$ cat src/rtl/uart_tx_feeder_if.sv
`default_nettype none
// ============================================================================
// Module      : uart_tx_feeder_if
// Description : Push port, UartTx handshake and status bundle for the feeder.
// Revision    : 1.0 - initial release
// ============================================================================
interface uart_tx_feeder_if #(
    parameter int DATA_W = 8,
    parameter int ADDR_W = 4
);
    logic [DATA_W-1:0] in_data;
    logic              in_valid;
    logic              in_ready;
    logic [DATA_W-1:0] tx_din;
    logic              tx_enable;
    logic              tx_ready;
    logic [ADDR_W:0]   count;
    logic              busy;
    logic              overflow;

    modport slave (
        input  in_data, in_valid, tx_ready,
        output in_ready, tx_din, tx_enable, count, busy, overflow
    );

    modport master (
        output in_data, in_valid, tx_ready,
        input  in_ready, tx_din, tx_enable, count, busy, overflow
    );
endinterface
`default_nettype wire

$ cat src/rtl/uart_tx_feeder.sv
`default_nettype none
// ============================================================================
// Module      : uart_tx_feeder
// Description : Byte FIFO plus issue FSM pulsing UartTx enable once per byte.
// Revision    : 1.0 - initial release
// ============================================================================
module uart_tx_feeder #(
    parameter int DEPTH  = 16,
    parameter int ADDR_W = 4,
    parameter int DATA_W = 8
) (
    input  logic              CLK,
    input  logic              RST_X,
    uart_tx_feeder_if.slave   bus
);
    typedef enum logic [1:0] {
        S_IDLE    = 2'd0,
        S_ISSUE   = 2'd1,
        S_WAIT_LO = 2'd2,
        S_WAIT_HI = 2'd3
    } state_t;

    localparam logic [ADDR_W:0]   C_FULL   = (ADDR_W+1)'(DEPTH);
    localparam logic [ADDR_W:0]   C_CNT_1  = (ADDR_W+1)'(1);
    localparam logic [ADDR_W-1:0] C_PTR_1  = ADDR_W'(1);

    logic [DATA_W-1:0] mem [DEPTH];

    state_t            state_q,  state_d;
    logic [ADDR_W-1:0] wr_q,     wr_d;
    logic [ADDR_W-1:0] rd_q,     rd_d;
    logic [ADDR_W:0]   count_q,  count_d;
    logic [DATA_W-1:0] tx_din_q, tx_din_d;
    logic              tx_en_q,  tx_en_d;
    logic              ovf_q,    ovf_d;
    logic              w_full;
    logic              w_push;
    logic              w_pop;

    always_comb begin
        w_full   = (count_q == C_FULL);
        w_push   = bus.in_valid && !w_full;
        w_pop    = (state_q == S_IDLE) && (count_q != '0) && bus.tx_ready;

        state_d  = state_q;
        tx_din_d = tx_din_q;
        tx_en_d  = 1'b0;
        wr_d     = w_push ? wr_q + C_PTR_1 : wr_q;
        rd_d     = w_pop  ? rd_q + C_PTR_1 : rd_q;
        ovf_d    = ovf_q | (bus.in_valid && w_full);

        // Simultaneous push and pop leaves the occupancy unchanged.
        case ({w_push, w_pop})
            2'b10:   count_d = count_q + C_CNT_1;
            2'b01:   count_d = count_q - C_CNT_1;
            default: count_d = count_q;
        endcase

        case (state_q)
            S_IDLE: begin
                if (w_pop) begin
                    tx_din_d = mem[rd_q];
                    tx_en_d  = 1'b1;
                    state_d  = S_ISSUE;
                end
            end
            S_ISSUE:   state_d = S_WAIT_LO;
            S_WAIT_LO: if (!bus.tx_ready) state_d = S_WAIT_HI;
            S_WAIT_HI: if (bus.tx_ready)  state_d = S_IDLE;
            default:   state_d = S_IDLE;
        endcase
    end

    always_ff @(posedge CLK or negedge RST_X) begin
        if (!RST_X) begin
            state_q  <= S_IDLE;
            wr_q     <= '0;
            rd_q     <= '0;
            count_q  <= '0;
            tx_din_q <= '0;
            tx_en_q  <= 1'b0;
            ovf_q    <= 1'b0;
        end else begin
            state_q  <= state_d;
            wr_q     <= wr_d;
            rd_q     <= rd_d;
            count_q  <= count_d;
            tx_din_q <= tx_din_d;
            tx_en_q  <= tx_en_d;
            ovf_q    <= ovf_d;
        end
    end

    // Storage is deliberately left out of reset.
    always_ff @(posedge CLK) begin
        if (w_push) mem[wr_q] <= bus.in_data;
    end

    assign bus.in_ready  = !w_full;
    assign bus.tx_din    = tx_din_q;
    assign bus.tx_enable = tx_en_q;
    assign bus.count     = count_q;
    assign bus.busy      = (state_q != S_IDLE) || (count_q != '0);
    assign bus.overflow  = ovf_q;
endmodule
`default_nettype wire

$ cat src/flat_wrapper.sv
// flat-port wrapper written by rule: the top's interface ports become plain ports
module uart_tx_feeder_flat 
#(
    parameter int DEPTH  = 16,
    parameter int ADDR_W = 4,
    parameter int DATA_W = 8
)
  (CLK, RST_X, bus_in_data, bus_in_valid, bus_tx_ready, bus_in_ready, bus_tx_din, bus_tx_enable, bus_count, bus_busy, bus_overflow);
  uart_tx_feeder_if #(.DATA_W(DATA_W), .ADDR_W(ADDR_W)) bus_i ();
  input  logic CLK;
  input  logic RST_X;
  input wire logic [$bits(bus_i.in_data)-1:0] bus_in_data;
  input wire logic [$bits(bus_i.in_valid)-1:0] bus_in_valid;
  input wire logic [$bits(bus_i.tx_ready)-1:0] bus_tx_ready;
  output wire logic [$bits(bus_i.in_ready)-1:0] bus_in_ready;
  output wire logic [$bits(bus_i.tx_din)-1:0] bus_tx_din;
  output wire logic [$bits(bus_i.tx_enable)-1:0] bus_tx_enable;
  output wire logic [$bits(bus_i.count)-1:0] bus_count;
  output wire logic [$bits(bus_i.busy)-1:0] bus_busy;
  output wire logic [$bits(bus_i.overflow)-1:0] bus_overflow;
  assign bus_i.in_data = bus_in_data;
  assign bus_i.in_valid = bus_in_valid;
  assign bus_i.tx_ready = bus_tx_ready;
  assign bus_in_ready = bus_i.in_ready;
  assign bus_tx_din = bus_i.tx_din;
  assign bus_tx_enable = bus_i.tx_enable;
  assign bus_count = bus_i.count;
  assign bus_busy = bus_i.busy;
  assign bus_overflow = bus_i.overflow;
  uart_tx_feeder #(.DEPTH(DEPTH), .ADDR_W(ADDR_W), .DATA_W(DATA_W)) u_core (.CLK(CLK), .RST_X(RST_X), .bus(bus_i));
endmodule
$ cat config.mk
export PLATFORM = sky130hd
export DESIGN_NAME = uart_tx_feeder_flat
export DESIGN_NICKNAME = d
export VERILOG_FILES = /design/src/rtl/uart_tx_feeder_if.sv /design/src/rtl/uart_tx_feeder.sv /design/src/flat_wrapper.sv
export SDC_FILE = /design/constraint.sdc
export NUM_CORES = 1
export LEC_CHECK = 0
export CAP_MARGIN = 20
export CORE_MARGIN = 2
export CORE_UTILIZATION = 40
export DETAILED_ROUTE_END_ITERATION = 7
export GPL_TIMING_DRIVEN = 1
export MAX_ROUTING_LAYER = met4
export SETUP_SLACK_MARGIN = 0.3
export SLEW_MARGIN = 20
export SYNTH_ARGS = -nofsm -noshare
export SYNTH_HDL_FRONTEND = slang
export SYNTH_SLANG_ARGS = --single-unit
$ cat constraint.sdc
create_clock -name CLK -period 3.4 [get_ports CLK]
set_input_delay 0.51 -clock CLK [delete_from_list [all_inputs] [get_ports CLK]]
set_output_delay 0.51 -clock CLK [all_outputs]
set_load 0.05 [all_outputs]
---- Word level (Yosys, flattened, before mapping) ----
Memory sizes are Yosys's and may differ from the RTL's. A register that Yosys moved wholly into a read port is not among the register bits.
Index checks and enable logic that the tools add are counted.
cells by class
  add/subtract/negate cells ............... 4
  equality and inequality tests ........... 9
  muxes and demuxes ....................... 9
  bitwise logic cells ..................... 1
  reduce and logical (&&, ||, !) cells .... 13
operator list
  kind                 count
  $pmux 5 s2           1
  $add 4x1->4 const B  2
  $pmux 2 s4           1
  $eq 2x2->1 const B   3
  $mux 2               3
  $add 5x1->5 const B  1
  $eq 5x5->1 const B   1
  $reduce_bool 5->1    1
  $sub 5x1->5 const B  1
  $eq 2x1->1 const B   2
  $logic_and 1x1->1    4
  $mux 1               4
  $ne 2x2->1 const B   2
  $reduce_bool 2->1    2
  $reduce_and 3->1     1
  $logic_not 1->1      2
  $logic_not 2->1      1
  $ne 2x1->1 const B   1
  $reduce_and 2->1     1
  $logic_or 1x1->1     1
  $or 1x1->1           1
storage, ports and cells
  register bits ........................... 17
  memory bits (writable) .................. 128
  input bits .............................. 12
  output and inout port bits .............. 17
  memories kept ........................... 1
memories
  memory      words  bits a word  rd ports  clocked after memory_dff  wr ports  RTL line              RTL
  u_core.mem  16     8            1         1                         1         uart_tx_feeder.sv:27  logic [DATA_W-1:0] mem [DEPTH];

---- Longest topological paths before layout ----
Gate-level depths: netlist of run 1.
  word-level depth ........................ 5
  depth in mapped cells ................... 12
  gate-level depth less buffers ........... 10

---- Worst setup path after synthesis of run 1 ----
OpenSTA, ideal clock, no wires.
  path kind ............................... register -> register
  start point ............................. reg u_core.count_q[2] (netlist: u_core.bus.count[2])
  end point ............................... reg u_core.count_q[4] (netlist: u_core.bus.count[4])
  arrival time ............................ 3.218 ns
  required time ........................... 3.271 ns
  slack ................................... 0.053 ns
  cell stages (with the launch flop) ...... 13
  cell sequence ........................... dfrtp_1 > buf_6 > or4_4 > o211a_1 > buf_2 > ha_1 > clkbuf_1 > xor2_1 > ha_1 > o211a_1 > or4_1 > nand3_1 > nor3b_1
between the ends
  cells in the longest elaborated chain, start to end .. 5
  elaborated cells on any way between the ends .. 12
  those cells by class .................... add/sub (2); eq/ne (3); mux (1); reduce/logical (6)
ends and longest elaborated chain
  what                                             RTL line              RTL
  from (decl)                                      uart_tx_feeder.sv:32  logic [ADDR_W:0] count_q, count_d;
  from (signal assigned)                           uart_tx_feeder.sv:87  count_q <= count_d;
  $reduce_bool 5->1 (*)                            uart_tx_feeder.sv:43  w_pop = (state_q == S_IDLE) && (count_q != '0) && bus.tx_ready;
  $logic_and 1x1->1 (*) (2 in series)              uart_tx_feeder.sv:43
  named net u_core.w_pop                           uart_tx_feeder.sv:38  logic w_pop;
  $eq 2x1->1 or $eq 2x2->1 (tied branches)         uart_tx_feeder.sv:53  case ({w_push, w_pop})
  $pmux 5 s2 or $reduce_bool 2->1 (tied branches)  --
The timed path passes the listed nets; every way through them passes the cells marked *.
A chain may end at the register's enable or synchronous reset.

---- Worst setup path after layout of run 1 ----
  start point ............................. reg u_core.count_q[1] (netlist: u_core.bus.count[1])
  end point ............................... out bus_busy
between the ends
  cells in the longest elaborated chain, start to end .. 2
ends and longest elaborated chain
  what               RTL line               RTL
  $reduce_bool 5->1  uart_tx_feeder.sv:103  assign bus.busy = (state_q != S_IDLE) || (count_q != '0);
  $logic_or 1x1->1   uart_tx_feeder.sv:103
  to (decl)          flat_wrapper.sv:19     output wire logic [$bits(bus_i.busy)-1:0] bus_busy;
No other way between the ends.

==> results.yml, run 1 <==
sta:
  fin_skew_ns: 0.009290
  finalCritPeriodShare_pct: 83.33
  rsz0062_at_grt: "false"
  fin_tns_setup_ns: 0
  hold_viol: 0
  setup-violations-final: 0
  slew_viol_final: 0
  worstMarginPinSlew_ns: 0.6006
  fmax_mhz: 353.0
  max-slew-margin-rel_pct: 59.96
  min_period_ns: 2.833
critical_path:
  crit_arrival_ns: 2.32
  cp_num_buf_inv: 1
  worst_ep_required_time_ns: 2.89
  worstPathMaxFanout: 10
  r2r-start: "u_core.bus.count[1]"
  path_depth: 4
  reg2regPathDepth: 9
  critPathLaunch: "u_core.bus.count[1]"
  crit_chain: "or4_4 -> nor2_1 -> nand2_1 -> clkdlybuf4s50_1"
  worst_path_max_delay_cell: "clkdlybuf4s50_1"
  crit_type: "reg2out"
  cpLargestDelayFamily: "simple AND/OR/NAND/NOR gates"
  start_kind: "flop"
  max_stage_delay_ns: 0.70
  cp-end-kind: "output port"
logic_synthesis:
  yosys.cell_types.count: 40
  synth_top_area_cell: "edfxtp_1"
  yosysSeqAreaShare_pct: 71.54
  syn_area_sq_mm: 0.006247
  synthTopCellsByCount: "edfxtp_1, mux4_2, dfrtp_1"
  synth_top_cell_area_share_pct: 61.53
  synth_ff_type: "edfxtp_1"
  ys_ff_latch: 153
  synth-edff-count: 128
  synth.most_common_cell: "edfxtp_1"
  async_reset_ff_share_pct: 16.34
  syn_inst: 339
  yosysWarnings: 0
  ys_top_cells_by_area: "edfxtp_1, mux4_2, dfrtp_1, ha_1, mux2_2"
  avgSynthCellArea_sq_um: 18.43
  syn_nets: 364
pwr:
  p_leak_nw: 2.527
  p_per_area_mw_per_mm2: 866.5
  peakVddDrop_uv: 422.1
grt:
  track_usage_pct: 16.35
  grt_pass1_wl_um: 18690
  grt_pass1_vias: 3294
  grt_overflow: 0
  antenna_found_initial: 0
  grt_max_degree: 34
routing:
  vias: 3164
  drc: 0
  drtPass1Iterations: 5
  wire_per_inst_um: 19.50
  vias_per_cell: 5.178
  routed_wl_um: 11910
  ant_nets: 0
  drt-initial-drc-count: 165
layout:
  area_growth_pct: 19.03
  multiInputGateArea_sq_mm: 0.001667
  diodes: 0
  fin_util_pct: 48.73
  num-fill-cells: 1273
  seq_area_sq_mm: 0.004474
  fin_nets: 412
  drive_above_1_share_pct: 26.00
clock_tree:
  cts_buffer_depth: 2
  post_cts_resized: 0
  clk_pin_slew_ns: 0.06
  cts_htree_levels: 4
  cts_setup_buffers: 0
  clockRootBuffer: "clkbuf_16"
  cts_made_buffers: 17
  cts_tree: "yes"
  clkLatencyLatePin_ns: 0.42
  cts.sinks: 153
  hold_buffers: 0
placed_design:
  gp_congestion: 0.7787
  hpwl_um: 7555
  io_buffers: 28
die:
  ios: 29
  fp.dieW_um: 129.0
  die_area_sq_mm: 0.01663
  die_y_um: 129.0
  core.rowCount: 45
  core_area_sq_mm: 0.01526
  start_util_pct: 40.94
outcome:
  outcome: "complete, no violations"
min_path:
  worst_hold_path_type: "in2async"
flow_run:
  maxCapViolCount: 0
-- sequential cells by signal (all words and copies together) (netlist names) --
signal and count:
u_core.mem 128, u_core.bus.tx_din 8, u_core.bus.count 5, u_core.rd_q 4, u_core.wr_q 4, u_core.state_q 2
u_core.bus.overflow 1, u_core.bus.tx_enable 1
-- area by class of cell --
| type | instances | area share, % |
|---|---|---|
| clock buffers | 20 | 5.872 |
| clock inverters | 12 | 1.683 |
| inverters | 5 | 0.2524 |
| multi-input cells | 161 | 22.41 |
| flip-flops and latches | 153 | 60.17 |
| well taps | 211 | 3.550 |
| repair buffers | 49 | 6.058 |
-- cell usage in the layout (no fill, tap or decap), types with 2 or more instances in the layout --
cell type / instances
a21oi_1: 10
buf_4: 20
bufinv_16: 2
clkbuf_1: 3
clkbuf_16: 17
clkdlybuf4s50_1: 28
clkinv_2: 5
clkinvlp_4: 3
dfrtp_1: 21
dfrtp_2: 4
edfxtp_1: 128
ha_1: 11
inv_1: 5
mux2_2: 11
mux4_2: 32
nand2_1: 10
nand2b_1: 6
nor2_1: 16
nor2b_1: 2
nor3_1: 4
nor3b_1: 3
nor4_1: 2
o211a_1: 3
o21ai_0: 6
o22ai_1: 17
xnor2_1: 6
xor2_1: 4
-- stage by stage --
step           worst slack [ns]  total power (W)  cells  hold slack (ns)  instance area [sq um]
3_5_place_dp             0.6310         0.004720    579           0.4643                   6874
6_report                 0.5668         0.006444    611           0.4657                   7436
2_1_floorplan            0.3150         0.004120    339           0.2144                   6289
5_1_grt                  0.4826         0.006779    611           0.4752                   7436
3_3_place_gp             0.6853         0.004668    579           0.4571                   6874
4_1_cts                  0.5461         0.006530    611           0.4584                   7436
-- final timing paths --
check                                      end  slack (ns)
setup / recovery                      bus_busy        0.57
hold / removal             u_core.bus.count[2]        0.47
setup reg to reg           u_core.bus.count[4]        0.65
hold reg to reg            u_core.bus.overflow        0.47
max in group asynchronous       u_core.rd_q[2]        2.64
min in group CLK           u_core.bus.overflow        0.47
-- metal layers --
metal	part of all wire, %	vias to the layer above	global-route usage (%)	wire length [um]
met5	0	-	-	0
met4	1.7	0	6.777	204
met3	4.3	16	4.782	512
met2	51	72	25.61	6094
met1	43	1627	20.01	5102
li1	-	1449	-	-
-- kinds of logic (layout without fill, tap and decap cells) --
| kind of cell | after synthesis | count (layout) | synth area share (%) |
|---|---|---|---|
| flops | 153 | 153 | 71.54 |
| simple gates | 51 | 51 | 4.266 |
| mux | 45 | 45 | 13.86 |
| compound gates | 42 | 42 | 4.306 |
| buf+inv | 25 | 86 | 2.023 |
| fa+ha+maj | 13 | 13 | 2.604 |
| xor+xnor | 10 | 10 | 1.402 |
-- power by group --
group | switching [W] | internal, W
logic | 0.00110 | 0.000933
clock network | 0.000713 | 0.00107
registers | 0.000285 | 0.00234
No activity file was read; power rests on OpenSTA's default activity.
==> run 2, diff against run 1 <==
==> constraint.sdc (replaced) <==
create_clock -name CLK -period 2.8 [get_ports CLK]
set_input_delay 0.42 -clock CLK [delete_from_list [all_inputs] [get_ports CLK]]
set_output_delay 0.42 -clock CLK [all_outputs]
set_load 0.05 [all_outputs]
==> results.yml, run 2 (synthesis results as in run 1) <==
die:
  core.rowCount: 45
  die_y_um: 129.0
  core_area_sq_mm: 0.01526
  die_area_sq_mm: 0.01663
  fp.dieW_um: 129.0
  start_util_pct: 40.94
  ios: 29
critical_path:
  worst_ep_required_time_ns: 3.10
  ff2ff_setup_slack_ns: 0.22
  cp-end-kind: "flop"
  crit_arrival_ns: 2.88
  worstPathMaxFanout: 5
  start_kind: "flop"
  crit_type: "reg2reg"
  reg2regPathDepth: 9
sta:
  fmax_mhz: 387.4
  worstMarginPinSlew_ns: 0.6165
  slew_viol_final: 0
  setup-violations-final: 0
  fin_skew_ns: 0.005968
  max-slew-margin-rel_pct: 58.77
  finalCritPeriodShare_pct: 92.20
  fin_ws_ns: 0.2185
  rsz0062_at_grt: "true"
  fin_tns_setup_ns: 0
  hold_viol: 0
  min_period_ns: 2.582
clock_tree:
  cts_tree: "yes"
  cts_buffer_depth: 2
  cts_made_buffers: 17
  cts.sinks: 153
  clkLatencyLatePin_ns: 0.42
  clk_pin_slew_ns: 0.06
  clockRootBuffer: "clkbuf_16"
  cts_htree_levels: 4
outcome:
  outcome: "complete, no violations"
routing:
  drc: 0
  vias: 3235
  vias_per_cell: 5.201
  drt-initial-drc-count: 159
  routed_wl_um: 12230
  drtPass1Iterations: 4
  wire_per_inst_um: 19.67
  ant_nets: 0
layout:
  area_growth_pct: 21.15
  multiInputGateArea_sq_mm: 0.001689
  num-fill-cells: 1277
  final_cell_mix: "edfxtp_1, mux4_2, buf_4, clkdlybuf4s50_1, dfrtp_1"
  drive_above_1_share_pct: 29.93
  diodes: 0
  regMostFlops: "u_core.mem"
  layout_commonest_cell: "edfxtp_1"
  fin_util_pct: 49.60
  largest_register_ffs: 128
  fin_nets: 423
  seq_area_sq_mm: 0.004474
grt:
  grt_max_degree: 34
  grt_overflow: 0
  antenna_found_initial: 0
  grt_pass1_wl_um: 18760
  track_usage_pct: 16.45
  grt_pass1_vias: 3327
pwr:
  p_sw_w: 0.002594
  seqPwrFrac_pct: 38.8
  pwr-share-clk_pct: 28.4
  peakVddDrop_uv: 592.4
  p_per_area_mw_per_mm2: 1058
  p_leak_nw: 2.594
  power_frac_comb_pct: 32.8
  intPower_w: 0.005411
  p_sw_share_pct: 32.41
min_path:
  worst_hold_path_type: "in2async"
flow_run:
  maxCapViolCount: 0
placed_design:
  gp_congestion: 0.7562
  place_ws_ns: 0.1409
  hpwl_um: 7505
  io_buffers: 28
[run 2: changes by cell type in the layout (fill, tap and decap cells not counted), sizes merged]
cell / change
buf: +11
clkdlybuf4s50: -2
clkinvlp: -1
dlygate4sd2: +1
inv: +2
[run 2: per-stage QoR]
| stage | hold WS, ns | instances | area (sq um) | total power, W |
|---|---|---|---|---|
| after floorplan | 0.1244 | 339 | 6294 | 0.005007 |
| after global placement | 0.4561 | 585 | 6924 | 0.005715 |
| after detailed placement | 0.4669 | 585 | 6924 | 0.005760 |
| after CTS | 0.3970 | 620 | 7547 | 0.008058 |
| after global routing | 0.4263 | 622 | 7569 | 0.008382 |
| final | 0.4062 | 622 | 7569 | 0.008006 |
[run 2: what timing repair did]
action                     4_1_cts  5_1_grt
hold buffers                     0        0
pin swaps                        3        4
gates resized for setup          3        5
setup endpoints to repair        3        4
buffers inserted                 3        2
[run 2: worst paths after layout]
check,to,startpoint
min in group CLK,u_core.bus.overflow,u_core.bus.overflow
worst max-delay path,u_core.bus.count[4],u_core.bus.count[3]
worst min-delay path,u_core.wr_q[3],RST_X
max in group asynchronous,u_core.rd_q[2],RST_X
worst min register to register,u_core.bus.overflow,u_core.bus.overflow
worst max register to register,u_core.bus.count[4],u_core.bus.count[3]
[run 2: layer usage]
| layer | track usage [%] | vias up | share of wire, % |
|---|---|---|---|
| li1 | - | 1469 | - |
| met1 | 20.38 | 1669 | 44 |
| met2 | 26.11 | 83 | 50 |
| met3 | 4.574 | 14 | 5.1 |
| met4 | 5.946 | 0 | 1.5 |
| met5 | - | - | 0 |
[run 2: power by group through the flow]
stage	logic (W)	registers [W]	clock network [W]
floorplan	0.00164	0.00337	0
global placement	0.00258	0.00313	0
detailed placement	0.00261	0.00315	0
CTS	0.00263	0.00311	0.00232
global route	0.00283	0.00315	0.00239
finish	0.00263	0.00311	0.00227
[run 2: final cells by class]
| cell class | instances | share of cell area, % |
|---|---|---|
| sequential | 153 | 59.12 |
| multi-input combinational | 161 | 22.32 |
| timing repair buffer | 60 | 6.960 |
| clock buffer | 19 | 5.984 |
| tap | 211 | 3.488 |
| clock inverter | 13 | 1.885 |
| inverter | 5 | 0.2480 |
[run 2: critical path, stage by stage (launching register included)]
cell     delay (ns)
dfrtp_2        0.40
or4_4          0.54
o211a_4        0.26
ha_4           0.18
xor2_1         0.15
ha_2           0.19
o211a_1        0.21
or4_1          0.40
nand3_1        0.10
nor3b_1        0.05
==> run 3, diff against run 2 <==
--- a/config.mk
+++ b/config.mk
@@ -9,7 +9,7 @@
 export CORE_MARGIN = 2
 export CORE_UTILIZATION = 40
 export DETAILED_ROUTE_END_ITERATION = 7
-export GPL_TIMING_DRIVEN = 1
+export GPL_TIMING_DRIVEN = 0
 export MAX_ROUTING_LAYER = met4
 export SETUP_SLACK_MARGIN = 0.3
 export SLEW_MARGIN = 20
==> results.yml, run 3 (synthesis results as in run 1) <==
clock_tree:
  cts_tree: "yes"
  cts_made_buffers: 17
  cts_buffer_depth: 2
  clkLatencyLatePin_ns: 0.43
  clockRootBuffer: "clkbuf_16"
  cts.sinks: 153
  cts_htree_levels: 4
  clk_pin_slew_ns: 0.07
critical_path:
  cpLargestDelayFamily: "simple AND/OR/NAND/NOR gates"
  crit_chain: "buf_6 -> or4_4 -> o211a_4 -> buf_12 -> ha_4 -> buf_8 -> xor2_1 -> ha_2 -> o211a_1 -> or4_1 -> nand3_1 -> nor3b_1"
  crit_arrival_ns: 3.24
  worst_path_max_delay_cell: "or4_4"
  max_stage_delay_ns: 0.54
  crit_type: "reg2reg"
  cp-end-kind: "flop"
  worstPathMaxFanout: 3
  cp_num_buf_inv: 3
  start_kind: "flop"
  worst_ep_required_time_ns: 3.10
pwr:
  p_leak_nw: 2.586
  peakVddDrop_uv: 519.3
  finalPower_w: 0.008241
  p_per_area_mw_per_mm2: 1077
sta:
  setup-violations-final: 1
  worstMarginPinSlew_ns: 0.9143
  fmax_mhz: 340.2
  hold_viol: 0
  fin_tns_setup_ns: -0.1394
  fin_skew_ns: 0.01521
  max-slew-margin-rel_pct: 38.82
  slew_viol_final: 0
  rsz0062_at_grt: "true"
  fin_ws_ns: -0.1394
  min_period_ns: 2.939
  finalCritPeriodShare_pct: 105.0
placed_design:
  dpl_cell_area_sq_mm: 0.006848
  gp_congestion: 0.7721
  placed_cells: 578
  io_buffers: 28
  place_ws_ns: -0.4349
  hpwl_um: 8000
grt:
  grt_pass1_wl_um: 19730
  track_usage_pct: 17.25
  grt_max_degree: 26
  grt_overflow: 0
  grt_pass1_vias: 3425
  antenna_found_initial: 0
layout:
  regMostFlops: "u_core.mem"
  final_cell_mix: "edfxtp_1, mux4_2, clkdlybuf4s50_1, dfrtp_1"
  final_cells: 624
  drive_above_1_share_pct: 30.51
  num-fill-cells: 1249
  fin_nets: 425
  diodes: 0
  largest_register_ffs: 128
  layout_commonest_cell: "edfxtp_1"
  area_growth_pct: 22.43
  final_area_sq_mm: 0.007649
die:
  start_util_pct: 40.94
  core.rowCount: 45
  core_area_sq_mm: 0.01526
  fp.dieW_um: 129.0
  die_y_um: 129.0
  die_area_sq_mm: 0.01663
  ios: 29
routing:
  routed_wl_um: 12880
  drtPass1Iterations: 5
  vias_per_cell: 5.268
  drt-initial-drc-count: 244
  wire_per_inst_um: 20.64
  ant_nets: 0
  drc: 0
  vias: 3287
outcome:
  outcome: "finished, violations left"
  violations: "setup timing"
flow_run:
  maxCapViolCount: 0
min_path:
  worst_hold_path_type: "in2async"
## run 3: layer usage
| metal | global-route usage [%] | part of all wire (%) | vias to the layer above |
|---|---|---|---|
| met1 | 22.27 | 43 | 1695 |
| met2 | 25.99 | 48 | 103 |
| li1 | - | - | 1468 |
| met3 | 5.031 | 6.5 | 21 |
| met5 | - | 0 | - |
| met4 | 6.714 | 2.1 | 0 |
## run 3: layout make-up
type / instances / area [sq um] / share of cell area (%)
Sequential cell: 153 / 4473 / 58.48
Buffer: 20 / 150.1 / 1.963
Clock inverter: 15 / 178.9 / 2.339
Timing Repair Buffer: 42 / 381.6 / 4.989
Multi-Input combinational cell: 161 / 1757 / 22.97
Tap cell: 211 / 264.0 / 3.452
Clock buffer: 17 / 425.4 / 5.562
Inverter: 5 / 18.77 / 0.2454
## run 3: what timing repair did
action | 4_1_cts | 5_1_grt
buffers inserted | 9 | 5
setup endpoints to repair | 134 | 112
hold buffers | 0 | 0
resized for setup | 25 | 6
pin swaps | 8 | 8
## run 3: path summary, 6_finish.rpt
check	start	to	slack, ns	depth (start not counted)
max in group asynchronous	RST_X	u_core.bus.count[3]	2.37	1
max	u_core.bus.count[2]	u_core.bus.count[4]	-0.14	12
min reg2reg	u_core.bus.overflow	u_core.bus.overflow	0.48	1
min in group CLK	u_core.bus.overflow	u_core.bus.overflow	0.48	1
min	RST_X	u_core.bus.count[0]	0.001	1
max reg2reg	u_core.bus.count[2]	u_core.bus.count[4]	-0.14	12
## run 3: worst register-to-register path, cell delays in order (launching register included)
cell,delay (ns)
dfrtp_2,0.41
buf_6,0.12
or4_4,0.54
o211a_4,0.26
buf_12,0.12
ha_4,0.16
buf_8,0.11
xor2_1,0.14
ha_2,0.19
o211a_1,0.22
or4_1,0.40
nand3_1,0.10
nor3b_1,0.05
## run 3: report_power, final
group / internal [W] / switching [W]
registers: 0.00285 / 0.000197
clock network: 0.00128 / 0.00102
logic: 0.00128 / 0.00163
total: 0.00540 / 0.00284
## run 3: metrics by stage
step                      hold WS (ns)  utilization, %
after floorplan                 0.1244               -
after global placement          0.4556           44.81
after detailed placement        0.4734           44.88
after CTS                      0.02219           49.73
after global routing           0.02477           50.13
final                         0.001179           50.13
